--- src/rtl/clock_disp_pkg.sv ---
// Shared constants and types for the seven-segment display scanner.
package clock_disp_pkg;

  localparam int unsigned SEG_W = 7;
  localparam int unsigned DIG_N = 4;

  typedef logic [1:0]       dig_idx_t;
  typedef logic [SEG_W-1:0] seg_t;

  localparam seg_t SEG_ZERO  = 7'h3F;
  localparam seg_t SEG_BLANK = 7'h00;

  localparam dig_idx_t DIG_MIN_U = 2'd0;
  localparam dig_idx_t DIG_MIN_T = 2'd1;
  localparam dig_idx_t DIG_HR_U  = 2'd2;
  localparam dig_idx_t DIG_HR_T  = 2'd3;

  // One-hot digit enable for a given digit position.
  function automatic logic [DIG_N-1:0] dig_onehot(input dig_idx_t idx);
    dig_onehot = 4'b0001 << idx;
  endfunction

endpackage

--- src/rtl/disp_scan_driver_if.sv ---
// Bus between the clock core (master) and the display scanner (slave).
interface disp_scan_driver_if;
  import clock_disp_pkg::*;

  logic [2*SEG_W-1:0] hours_disp;
  logic [2*SEG_W-1:0] mins_disp;
  logic               AM_PM_disp;
  logic               blink_hours;
  logic               blink_mins;
  logic [DIG_N-1:0]   digit_en;
  logic [SEG_W-1:0]   seg_out;
  logic               dp_out;
  logic               frame_tick;

  modport master (
    output hours_disp, mins_disp, AM_PM_disp, blink_hours, blink_mins,
    input  digit_en, seg_out, dp_out, frame_tick
  );

  modport slave (
    input  hours_disp, mins_disp, AM_PM_disp, blink_hours, blink_mins,
    output digit_en, seg_out, dp_out, frame_tick
  );
endinterface

--- src/rtl/disp_scan_timer.sv ---
// Slot counter, digit index and frame-end strobe for the display scanner.
module disp_scan_timer
  import clock_disp_pkg::*;
#(
  parameter  int unsigned SCAN_DIV = 1000,
  localparam int unsigned CNT_W    = $clog2(SCAN_DIV)
) (
  input  logic             clk,
  input  logic             reset,
  input  logic             en_i,
  output logic [CNT_W-1:0] cnt_o,
  output dig_idx_t         idx_o,
  output logic             frame_end_c_o
);

  logic [CNT_W-1:0] cnt_q, cnt_d;
  dig_idx_t         idx_q, idx_d;
  logic             last_cnt_c;

  assign last_cnt_c = (cnt_q == CNT_W'(SCAN_DIV - 1));

  // Advance slot count; index steps on each slot wrap.
  always_comb begin
    cnt_d = cnt_q;
    idx_d = idx_q;
    if (en_i) begin
      if (last_cnt_c) begin
        cnt_d = '0;
        idx_d = idx_q + 2'd1;
      end else begin
        cnt_d = cnt_q + CNT_W'(1);
      end
    end
  end

  // Counter state registers.
  always_ff @(posedge clk or posedge reset) begin
    if (reset) begin
      cnt_q <= '0;
      idx_q <= DIG_MIN_U;
    end else begin
      cnt_q <= cnt_d;
      idx_q <= idx_d;
    end
  end

  assign cnt_o         = cnt_q;
  assign idx_o         = idx_q;
  assign frame_end_c_o = en_i && last_cnt_c && (idx_q == DIG_HR_T);

endmodule

--- src/rtl/disp_scan_driver.sv ---
// Four-digit seven-segment scanner with frame-coherent input shadows,
// per-field blink and anti-ghost guard blanking.
// Optional: define DISP_LZ_BLANK_EN to blank a leading zero in hours tens.
module disp_scan_driver
  import clock_disp_pkg::*;
#(
  parameter int unsigned SCAN_DIV     = 1000,
  parameter int unsigned GUARD        = 4,
  parameter int unsigned BLINK_FRAMES = 250
) (
  input  logic              clk,
  input  logic              reset,
  disp_scan_driver_if.slave bus
);

  localparam int unsigned CNT_W = $clog2(SCAN_DIV);
  localparam int unsigned FR_W  = (BLINK_FRAMES > 1) ? $clog2(BLINK_FRAMES) : 1;

  logic [CNT_W-1:0] cnt_c;
  dig_idx_t         idx_c;
  logic             frame_end_c;

  logic               started_q;
  logic [2*SEG_W-1:0] sh_hours_q, sh_mins_q;
  logic               sh_pm_q, sh_bh_q, sh_bm_q;
  logic [FR_W-1:0]    fr_cnt_q, fr_cnt_d;
  logic               blink_phase_q, blink_phase_d;

  logic [DIG_N-1:0] digit_en_q, digit_en_d;
  seg_t             seg_q, seg_d;
  logic             dp_q, dp_d;
  logic             frame_tick_q, frame_tick_d;

  logic             capture_c;
  seg_t             pat_c;
  logic             field_blank_c;
  logic             lz_c;
  logic             active_c;

  disp_scan_timer #(.SCAN_DIV(SCAN_DIV)) u_timer (
    .clk          (clk),
    .reset        (reset),
    .en_i         (started_q),
    .cnt_o        (cnt_c),
    .idx_o        (idx_c),
    .frame_end_c_o(frame_end_c)
  );

  // First edge after reset only primes the shadows; scanning starts after it.
  assign capture_c = !started_q || frame_end_c;

  // Shadow capture at frame boundaries so a frame never tears.
  always_ff @(posedge clk or posedge reset) begin
    if (reset) begin
      started_q  <= 1'b0;
      sh_hours_q <= '0;
      sh_mins_q  <= '0;
      sh_pm_q    <= 1'b0;
      sh_bh_q    <= 1'b0;
      sh_bm_q    <= 1'b0;
    end else begin
      started_q <= 1'b1;
      if (capture_c) begin
        sh_hours_q <= bus.hours_disp;
        sh_mins_q  <= bus.mins_disp;
        sh_pm_q    <= bus.AM_PM_disp;
        sh_bh_q    <= bus.blink_hours;
        sh_bm_q    <= bus.blink_mins;
      end
    end
  end

  // Blink half-period counter in frames; phase flips on wrap.
  always_comb begin
    fr_cnt_d      = fr_cnt_q;
    blink_phase_d = blink_phase_q;
    if (frame_end_c) begin
      if (fr_cnt_q == FR_W'(BLINK_FRAMES - 1)) begin
        fr_cnt_d      = '0;
        blink_phase_d = ~blink_phase_q;
      end else begin
        fr_cnt_d = fr_cnt_q + FR_W'(1);
      end
    end
  end

  // Blink state registers.
  always_ff @(posedge clk or posedge reset) begin
    if (reset) begin
      fr_cnt_q      <= '0;
      blink_phase_q <= 1'b0;
    end else begin
      fr_cnt_q      <= fr_cnt_d;
      blink_phase_q <= blink_phase_d;
    end
  end

  // Pattern of the digit currently being scanned.
  always_comb begin
    pat_c = SEG_BLANK;
    case (idx_c)
      DIG_MIN_U: pat_c = sh_mins_q[SEG_W-1:0];
      DIG_MIN_T: pat_c = sh_mins_q[2*SEG_W-1:SEG_W];
      DIG_HR_U:  pat_c = sh_hours_q[SEG_W-1:0];
      default:   pat_c = sh_hours_q[2*SEG_W-1:SEG_W];
    endcase
  end

  // Digits 2,3 belong to the hours field, digits 0,1 to minutes.
  assign field_blank_c = blink_phase_q && (idx_c[1] ? sh_bh_q : sh_bm_q);
  assign active_c      = (cnt_c >= CNT_W'(GUARD));

`ifdef DISP_LZ_BLANK_EN
  assign lz_c = (idx_c == DIG_HR_T) && (sh_hours_q[2*SEG_W-1:SEG_W] == SEG_ZERO);
`else
  assign lz_c = 1'b0;
`endif

  // Next output values; everything stays dark until scanning has started.
  always_comb begin
    digit_en_d   = '0;
    seg_d        = SEG_BLANK;
    dp_d         = 1'b0;
    frame_tick_d = 1'b0;
    if (started_q) begin
      frame_tick_d = (idx_c == DIG_MIN_U) && (cnt_c == '0);
      if (active_c) begin
        digit_en_d = dig_onehot(idx_c);
        if (!field_blank_c && !lz_c) begin
          seg_d = pat_c;
        end
        dp_d = (idx_c == DIG_MIN_U) && sh_pm_q && !field_blank_c;
      end
    end
  end

  // Output registers.
  always_ff @(posedge clk or posedge reset) begin
    if (reset) begin
      digit_en_q   <= '0;
      seg_q        <= SEG_BLANK;
      dp_q         <= 1'b0;
      frame_tick_q <= 1'b0;
    end else begin
      digit_en_q   <= digit_en_d;
      seg_q        <= seg_d;
      dp_q         <= dp_d;
      frame_tick_q <= frame_tick_d;
    end
  end

  assign bus.digit_en   = digit_en_q;
  assign bus.seg_out    = seg_q;
  assign bus.dp_out     = dp_q;
  assign bus.frame_tick = frame_tick_q;

endmodule

--- src/flat_wrapper.sv ---
// flat-port wrapper written by rule: the top's interface ports become plain ports
module disp_scan_driver_flat import clock_disp_pkg::*;
#(
  parameter int unsigned SCAN_DIV     = 1000,
  parameter int unsigned GUARD        = 4,
  parameter int unsigned BLINK_FRAMES = 250
)
  (clk, reset, bus_hours_disp, bus_mins_disp, bus_AM_PM_disp, bus_blink_hours, bus_blink_mins, bus_digit_en, bus_seg_out, bus_dp_out, bus_frame_tick);
  disp_scan_driver_if bus_i ();
  input  logic clk;
  input  logic reset;
  input wire logic [$bits(bus_i.hours_disp)-1:0] bus_hours_disp;
  input wire logic [$bits(bus_i.mins_disp)-1:0] bus_mins_disp;
  input wire logic [$bits(bus_i.AM_PM_disp)-1:0] bus_AM_PM_disp;
  input wire logic [$bits(bus_i.blink_hours)-1:0] bus_blink_hours;
  input wire logic [$bits(bus_i.blink_mins)-1:0] bus_blink_mins;
  output wire logic [$bits(bus_i.digit_en)-1:0] bus_digit_en;
  output wire logic [$bits(bus_i.seg_out)-1:0] bus_seg_out;
  output wire logic [$bits(bus_i.dp_out)-1:0] bus_dp_out;
  output wire logic [$bits(bus_i.frame_tick)-1:0] bus_frame_tick;
  assign bus_i.hours_disp = bus_hours_disp;
  assign bus_i.mins_disp = bus_mins_disp;
  assign bus_i.AM_PM_disp = bus_AM_PM_disp;
  assign bus_i.blink_hours = bus_blink_hours;
  assign bus_i.blink_mins = bus_blink_mins;
  assign bus_digit_en = bus_i.digit_en;
  assign bus_seg_out = bus_i.seg_out;
  assign bus_dp_out = bus_i.dp_out;
  assign bus_frame_tick = bus_i.frame_tick;
  disp_scan_driver #(.SCAN_DIV(SCAN_DIV), .GUARD(GUARD), .BLINK_FRAMES(BLINK_FRAMES)) u_core (.clk(clk), .reset(reset), .bus(bus_i));
endmodule
--- config.mk ---
export PLATFORM = sky130hd
export DESIGN_NAME = disp_scan_driver_flat
export DESIGN_NICKNAME = d
export VERILOG_FILES = /design/src/rtl/clock_disp_pkg.sv /design/src/rtl/disp_scan_driver_if.sv /design/src/rtl/disp_scan_timer.sv /design/src/rtl/disp_scan_driver.sv /design/src/flat_wrapper.sv
export SDC_FILE = /design/constraint.sdc
export NUM_CORES = 1
export LEC_CHECK = 0
export ABC_CLOCK_PERIOD_IN_PS = 2000
export CORE_ASPECT_RATIO = 1.4
export CORE_MARGIN = 5
export CORE_UTILIZATION = 55
export CTS_BUF_LIST = sky130_fd_sc_hd__clkbuf_2 sky130_fd_sc_hd__clkbuf_4 sky130_fd_sc_hd__clkbuf_8
export CTS_CLUSTER_SIZE = 14
export DETAILED_ROUTE_END_ITERATION = 8
export PLACE_DENSITY = 0.91
export SKIP_CTS_REPAIR_TIMING = 1
export SLEW_MARGIN = 20
export SYNTH_ARGS = -nofsm -noshare
export SYNTH_HDL_FRONTEND = slang
export SYNTH_SLANG_ARGS = --single-unit
--- constraint.sdc ---
create_clock -name clk -period 2 [get_ports clk]
set_input_delay 0.2 -clock clk [delete_from_list [all_inputs] [get_ports clk]]
set_output_delay 0.2 -clock clk [all_outputs]
set_load 0.01 [all_outputs]
==> results of run 1 <==
-- state kept, by name, summed over array words and instances, names as in the netlist --
register,cells
u_core.bus.dp_out,1
u_core.bus.digit_en,4
u_core.started_q,1
u_core.blink_phase_q,1
u_core.sh_mins_q,14
u_core.u_timer.cnt_o,10
u_core.sh_hours_q,14
u_core.u_timer.idx_o,2
u_core.sh_pm_q,1
u_core.bus.seg_out,7
u_core.fr_cnt_q,8
u_core.sh_bm_q,1
u_core.sh_bh_q,1
u_core.bus.frame_tick,1
-- kinds of logic after synthesis --
| group | Yosys count |
|---|---|
| mux | 33 |
| flops | 66 |
| compound gates | 37 |
| simple gates | 74 |
| fa+ha+maj | 9 |
| xor+xnor | 9 |
| other cells | 1 |
| buf+inv | 16 |
-- power by group --
| part | internal, uW | total [uW] | switching [uW] |
|---|---|---|---|
| clock network | 745 | 1230 | 484 |
| logic | 337 | 609 | 272 |
| registers | 1500 | 1660 | 153 |
| total | 2580 | 3490 | 910 |
-- routing by layer --
layer	up-vias	share of wire, %	track usage (%)	routed length (um)
li1	979	-	-	-
met1	1032	39	23.2	2440
met2	62	55	35.8	3430
met3	12	4.3	4.49	271
met4	0	2.1	8.46	131
met5	-	0	0	0
-- worst register-to-register path: stages (launching register included) --
cell	delay [ns]
dfrtp_1	0.36
ha_1	0.22
nand4bb_1	0.15
or4_4	0.61
or3_1	0.36
o21ai_0	0.08
-- metrics by stage --
step / worst slack (ns) / area (um2)
3_3_place_gp: 0.239 / 3480
5_1_grt: 0.0157 / 3710
4_1_cts: 0.137 / 3710
2_1_floorplan: 0.145 / 2930
3_5_place_dp: 0.160 / 3480
6_report: 0.131 / 3710
-- path summary, 6_finish.rpt --
| path | end | depth (start not counted) | startpoint |
|---|---|---|---|
| worst max-delay path | u_core.fr_cnt_q[1]$_DFFE_PP0P_ | 5 | u_core.u_timer.cnt_o[1]$_DFFE_PP0P_ |
| worst min-delay path | u_core.sh_hours_q[10]$_DFFE_PP0P_ | 3 | reset |
| worst max register to register | u_core.fr_cnt_q[1]$_DFFE_PP0P_ | 5 | u_core.u_timer.cnt_o[1]$_DFFE_PP0P_ |
| worst min register to register | u_core.blink_phase_q$_DFFE_PP0P_ | 1 | u_core.blink_phase_q$_DFFE_PP0P_ |
| max in group asynchronous | u_core.u_timer.cnt_o[8]$_DFFE_PP0P_ | 3 | reset |
| min in group clk | u_core.sh_mins_q[10]$_DFFE_PP0P_ | 2 | bus_mins_disp[10] |
-- Yosys cell counts (all sizes together), types with 5 or more instances --
cell type / number / area [um2]
ha: 9 / 113
nand2: 15 / 56.3
inv: 7 / 26.3
and2: 7 / 45.1
mux2: 32 / 360
xnor2: 5 / 43.8
buf: 5 / 37.5
nor2: 24 / 90.1
nand3: 6 / 30.0
a222oi: 7 / 70.1
a21oi: 10 / 50.1
o21ai: 12 / 60.1
dfrtp: 66 / 1650
-- layout make-up --
| class | instances | area share, % |
|---|---|---|
| Clock buffer | 11 | 3.91 |
| Clock inverter | 5 | 2.09 |
| Tap cell | 66 | 2.23 |
| Multi-Input combinational cell | 163 | 32.3 |
| Sequential cell | 66 | 44.5 |
| Timing Repair Buffer | 52 | 14.2 |
| Inverter | 7 | 0.709 |
==> reports/results.ini, run 1 <==
[floorplanning]
io_pins = 46
die_w_um = 71.7
row_count = 31
die_h_um = 96.3
core_um2 = 5160
initial_core_util_pct = 56.7
dieArea_um2 = 6900

[yosys]
synth_xor_area_share_pct = 2.69
ys.warnings.count = 0
ys_ff_latch = 66
synth_cells = 245
synth.cell_area_um2 = 2930
synth_ff_type = dfrtp_1
synth-simple-area-share_pct = 13.0
synth_fp_nets = 287
synth.area.mux_share_pct = 12.7
synth_compound_area_share_pct = 8.59
avgSynthCellArea_um2 = 11.9
synth.yosys.seq_area_share_pct = 56.4
synth_top_family_by_area = simple AND/OR/NAND/NOR gates
synth-adder-area-share_pct = 3.85
ys_types = 36
synthArstFlopShare_pct = 100
synth-edff-count = 0

[place]
dp_cells = 354
globalplace.congestion = 0.812
place_hpwl_mm = 4.44
io_buffer_count = 45

[routing]
ant_nets = 0
drcViolationCount = 0
routed_via_density = 5.64
wl_per_cell_um = 17.0
dr.pass1.iters = 4
via_count = 2085
routed_wl_mm = 6.27
dr.first_iter.drc_count = 179

[setup_path]
cp_max_fo = 12
crit_path_max_incr_delay_ns = 0.61
path_class = register to register
cp_cell_sequence = ha_1 > nand4bb_1 > or4_4 > or3_1 > o21ai_0
reg2reg_setup_slack_ns = 0.13
cp_num_buf_inv = 0
crit_slowest_cell = or4_4
cp-end-kind = register
worstPathRequired_ns = 2.26
crit_family = simple AND/OR/NAND/NOR gates
cp.arrival_ns = 2.13
start_kind = register

[layout]
n_antenna_cell = 0
final_cell_mix = dfrtp_1 (66), clkdlybuf4s50_1 (45), mux2_2 (32)
area_growth_pct = 26.7
num-fill-cells = 348
nets = 341
seq_area_um2 = 1650
stdcell_count = 370
multi_input_area_um2 = 1200
final_common_cell = dfrtp_1
fin_util_pct = 71.9
final_layout_size_suffix_gt1_share_pct = 19.7

[timing]
timing.hold.ws_ns = 0.247
fin_setup_tns_ns = 0
clock_skew_ns = 0.00587
fmax_mhz = 535
hold_viol = 0
drv_slew = 0
min_period_ns = 1.87
period_share_pct = 93.5
rsz0062_at_grt = false
setup_viol = 0

[min_path]
hold_class = primary input to async pin

[clocking]
htreeDepth = 3
cts_sinks = 66
cts_root_buffer = clkbuf_8
tritoncts = built
clk_latency_ns = 0.34
cts.clk_slew.worst_paths_ns = 0.07
cts_inserted_buffers = 9
cts_buffer_depth = 2

[power]
p_leak_uw = 0.00164
power_uw = 3490
peakVddDrop_mv = 0.740
power_per_cell_area_nw_per_um2 = 942

[global_routing]
grt_pass1_wl_mm = 10.4
antenna_found_initial = 0
overflow = 0
grt_pass1_vias = 2157
grt_max_degree = 67
grt_usage_pct = 20.1

[status]
status = finished clean

[job]
max_cap_violations = 0

No activity file was read; power rests on OpenSTA's default activity.
==> inputs of run 2 (changes only) <==
--- a/config.mk
+++ b/config.mk
@@ -8,11 +8,11 @@
 export ABC_CLOCK_PERIOD_IN_PS = 2000
 export CORE_ASPECT_RATIO = 1.4
 export CORE_MARGIN = 5
-export CORE_UTILIZATION = 55
+export CORE_UTILIZATION = 35
 export CTS_BUF_LIST = sky130_fd_sc_hd__clkbuf_2 sky130_fd_sc_hd__clkbuf_4 sky130_fd_sc_hd__clkbuf_8
 export CTS_CLUSTER_SIZE = 14
 export DETAILED_ROUTE_END_ITERATION = 8
-export PLACE_DENSITY = 0.91
+export PLACE_DENSITY = 0.66
 export SKIP_CTS_REPAIR_TIMING = 1
 export SLEW_MARGIN = 20
 export SYNTH_ARGS = -nofsm -noshare
==> reports/results.ini, run 2 (synthesized netlist as in run 1, its figures left out) <==
[status]
status = finished clean

[setup_path]
worstPathRequired_ns = 2.27  ; about the same
start_kind = register
crit_path_max_incr_delay_ns = 0.61  ; about the same
r2r-start = u_core.u_timer.idx_o[1]$_DFFE_PP0P_
crit_family = simple AND/OR/NAND/NOR gates
path_class = register to register
cp_cell_sequence = ha_1 > nand2_1 > or4_4 > or3_1 > o21ai_0
critPathLaunch = u_core.u_timer.idx_o[1]$_DFFE_PP0P_
cp.arrival_ns = 2.14  ; about the same
cp_max_fo = 12  ; unchanged
cp-end-kind = register
cp_num_buf_inv = 0  ; unchanged
crit_slowest_cell = or4_4

[clocking]
cts_buffer_depth = 2  ; unchanged
cts_root_buffer = clkbuf_8
cts_sinks = 66  ; unchanged
cts_inserted_buffers = 9  ; unchanged
clk_latency_ns = 0.34  ; about the same
htreeDepth = 3  ; unchanged
cts.clk_slew.worst_paths_ns = 0.07  ; about the same
tritoncts = built

[layout]
stdcell_count = 405  ; +9.5%
final_cell_mix = dfrtp_1 (65), clkdlybuf4s50_1 (45), mux2_2 (32)
final_common_cell = dfrtp_1
n_antenna_cell = 0  ; unchanged
num-fill-cells = 770  ; +120%
area_growth_pct = 26.4
final_layout_size_suffix_gt1_share_pct = 19.8  ; +0.065 points
fin_util_pct = 45.4  ; -26 points
nets = 340  ; -0.29%

[timing]
setup_viol = 0  ; unchanged
fmax_mhz = 534  ; -0.11%
rsz0062_at_grt = false
fin_setup_tns_ns = 0  ; unchanged
drv_slew = 0  ; unchanged
min_period_ns = 1.87  ; +0.00197 ns
slew_headroom_pct = 65.6
period_share_pct = 93.6  ; +0.099 points
tightest_slew_ns = 0.516
hold_viol = 0  ; unchanged
timing.hold.ws_ns = 0.249  ; +0.00254 ns
clock_skew_ns = 0.00943  ; +0.00356 ns

[floorplanning]
die_h_um = 118  ; +23%
dieArea_um2 = 10300  ; +49%
die_w_um = 87.3  ; +22%
core_um2 = 8150  ; +58%
initial_core_util_pct = 35.9  ; -21 points
io_pins = 46  ; unchanged
row_count = 39  ; +26%

[routing]
dr.pass1.iters = 4  ; unchanged
via_count = 2058  ; -1.3%
drcViolationCount = 0  ; unchanged
ant_nets = 0  ; unchanged
routed_wl_mm = 6.23  ; -0.62%
wl_per_cell_um = 15.4  ; -9.2%
routed_via_density = 5.08  ; -9.8%
dr.first_iter.drc_count = 139  ; -22%

[power]
power_per_cell_area_nw_per_um2 = 871  ; -7.6%
switching_power_uw = 882  ; -3.0%
p_clk_share_pct = 30.9  ; -4.3 points
p_seq_share_pct = 50.9  ; +3.5 points
p_comb_share_pct = 18.2  ; +0.8 points
internal-power_uw = 2340  ; -9.5%
p_leak_uw = 0.00162  ; -1.3%
peakVddDrop_mv = 0.440  ; -41%
swShare_pct = 27.4  ; +1.3 points

[global_routing]
grt_pass1_wl_mm = 10.8  ; +3.8%
antenna_found_initial = 0  ; unchanged
overflow = 0  ; unchanged
grt_usage_pct = 13.6  ; -6.6 points
grt_max_degree = 67  ; unchanged
grt_pass1_vias = 2308  ; +7.0%

[place]
globalplace.congestion = 0.871  ; +7.3%
dp_cells = 389  ; +9.9%
io_buffer_count = 45  ; unchanged
place_hpwl_mm = 4.49  ; +1.2%

[job]
max_cap_violations = 0  ; unchanged

[min_path]
hold_class = primary input to async pin

run 2: cell count changes in the layout (fill, tap and decap cells not counted), sizes merged:
cell      change
clkinv        +1
clkinvlp      -1
bufinv        -2
clkbuf        +2
buf           -1
run 2: through the flow:
stage                     total power, uW  area [um2]  worst slack, ns
after global routing                 3410        3700           0.0290
after detailed placement             2250        3520           0.0882
after CTS                            3270        3700           0.0695
after floorplan                      2000        2930            0.145
after global placement               2220        3520            0.135
final                                3220        3700            0.129
run 2: cell type report:
| cell class | instances | area, um2 | share of cell area [%] |
|---|---|---|---|
| Clock buffer | 13 | 160 | 4.33 |
| Clock inverter | 3 | 15.0 | 0.406 |
| Inverter | 7 | 26.3 | 0.710 |
| Multi-Input combinational cell | 163 | 1200 | 32.3 |
| Sequential cell | 66 | 1650 | 44.7 |
| Tap cell | 102 | 128 | 3.45 |
| Timing Repair Buffer | 51 | 520 | 14.1 |
run 2: tightest hold or removal path: cells and delay by family:
family	cells	cell delay, ns
buffers and inverters	3	0.79
run 2: per-layer routing:
layer	part of all wire (%)	vias to the layer above	global-route usage (%)	routed length, um
met5	0	-	0	0
met4	2.6	0	8.35	161
met3	6.4	11	4.73	401
met2	50	62	21.4	3120
met1	41	1010	15.5	2560
li1	-	975	-	-
run 2: path summary, 6_finish.rpt:
check | slack [ns] | depth (start not counted) | end
min in group clk | 0.46 | 2 | u_core.sh_mins_q[10]$_DFFE_PP0P_
min | 0.25 | 3 | u_core.sh_hours_q[7]$_DFFE_PP0P_
max | 0.13 | 5 | u_core.fr_cnt_q[1]$_DFFE_PP0P_
max reg2reg | 0.13 | 5 | u_core.fr_cnt_q[1]$_DFFE_PP0P_
min reg2reg | 0.48 | 1 | u_core.blink_phase_q$_DFFE_PP0P_
max in group asynchronous | 1.47 | 3 | u_core.u_timer.idx_o[1]$_DFFE_PP0P_
run 2: power groups by stage:
stage	sequential (uW)	clock (uW)	combinational, uW
2_1_floorplan	1650	0	353
3_3_place_gp	1650	0	569
3_5_place_dp	1660	0	592
4_1_cts	1630	1040	595
5_1_grt	1660	1090	653
6_report	1640	997	586
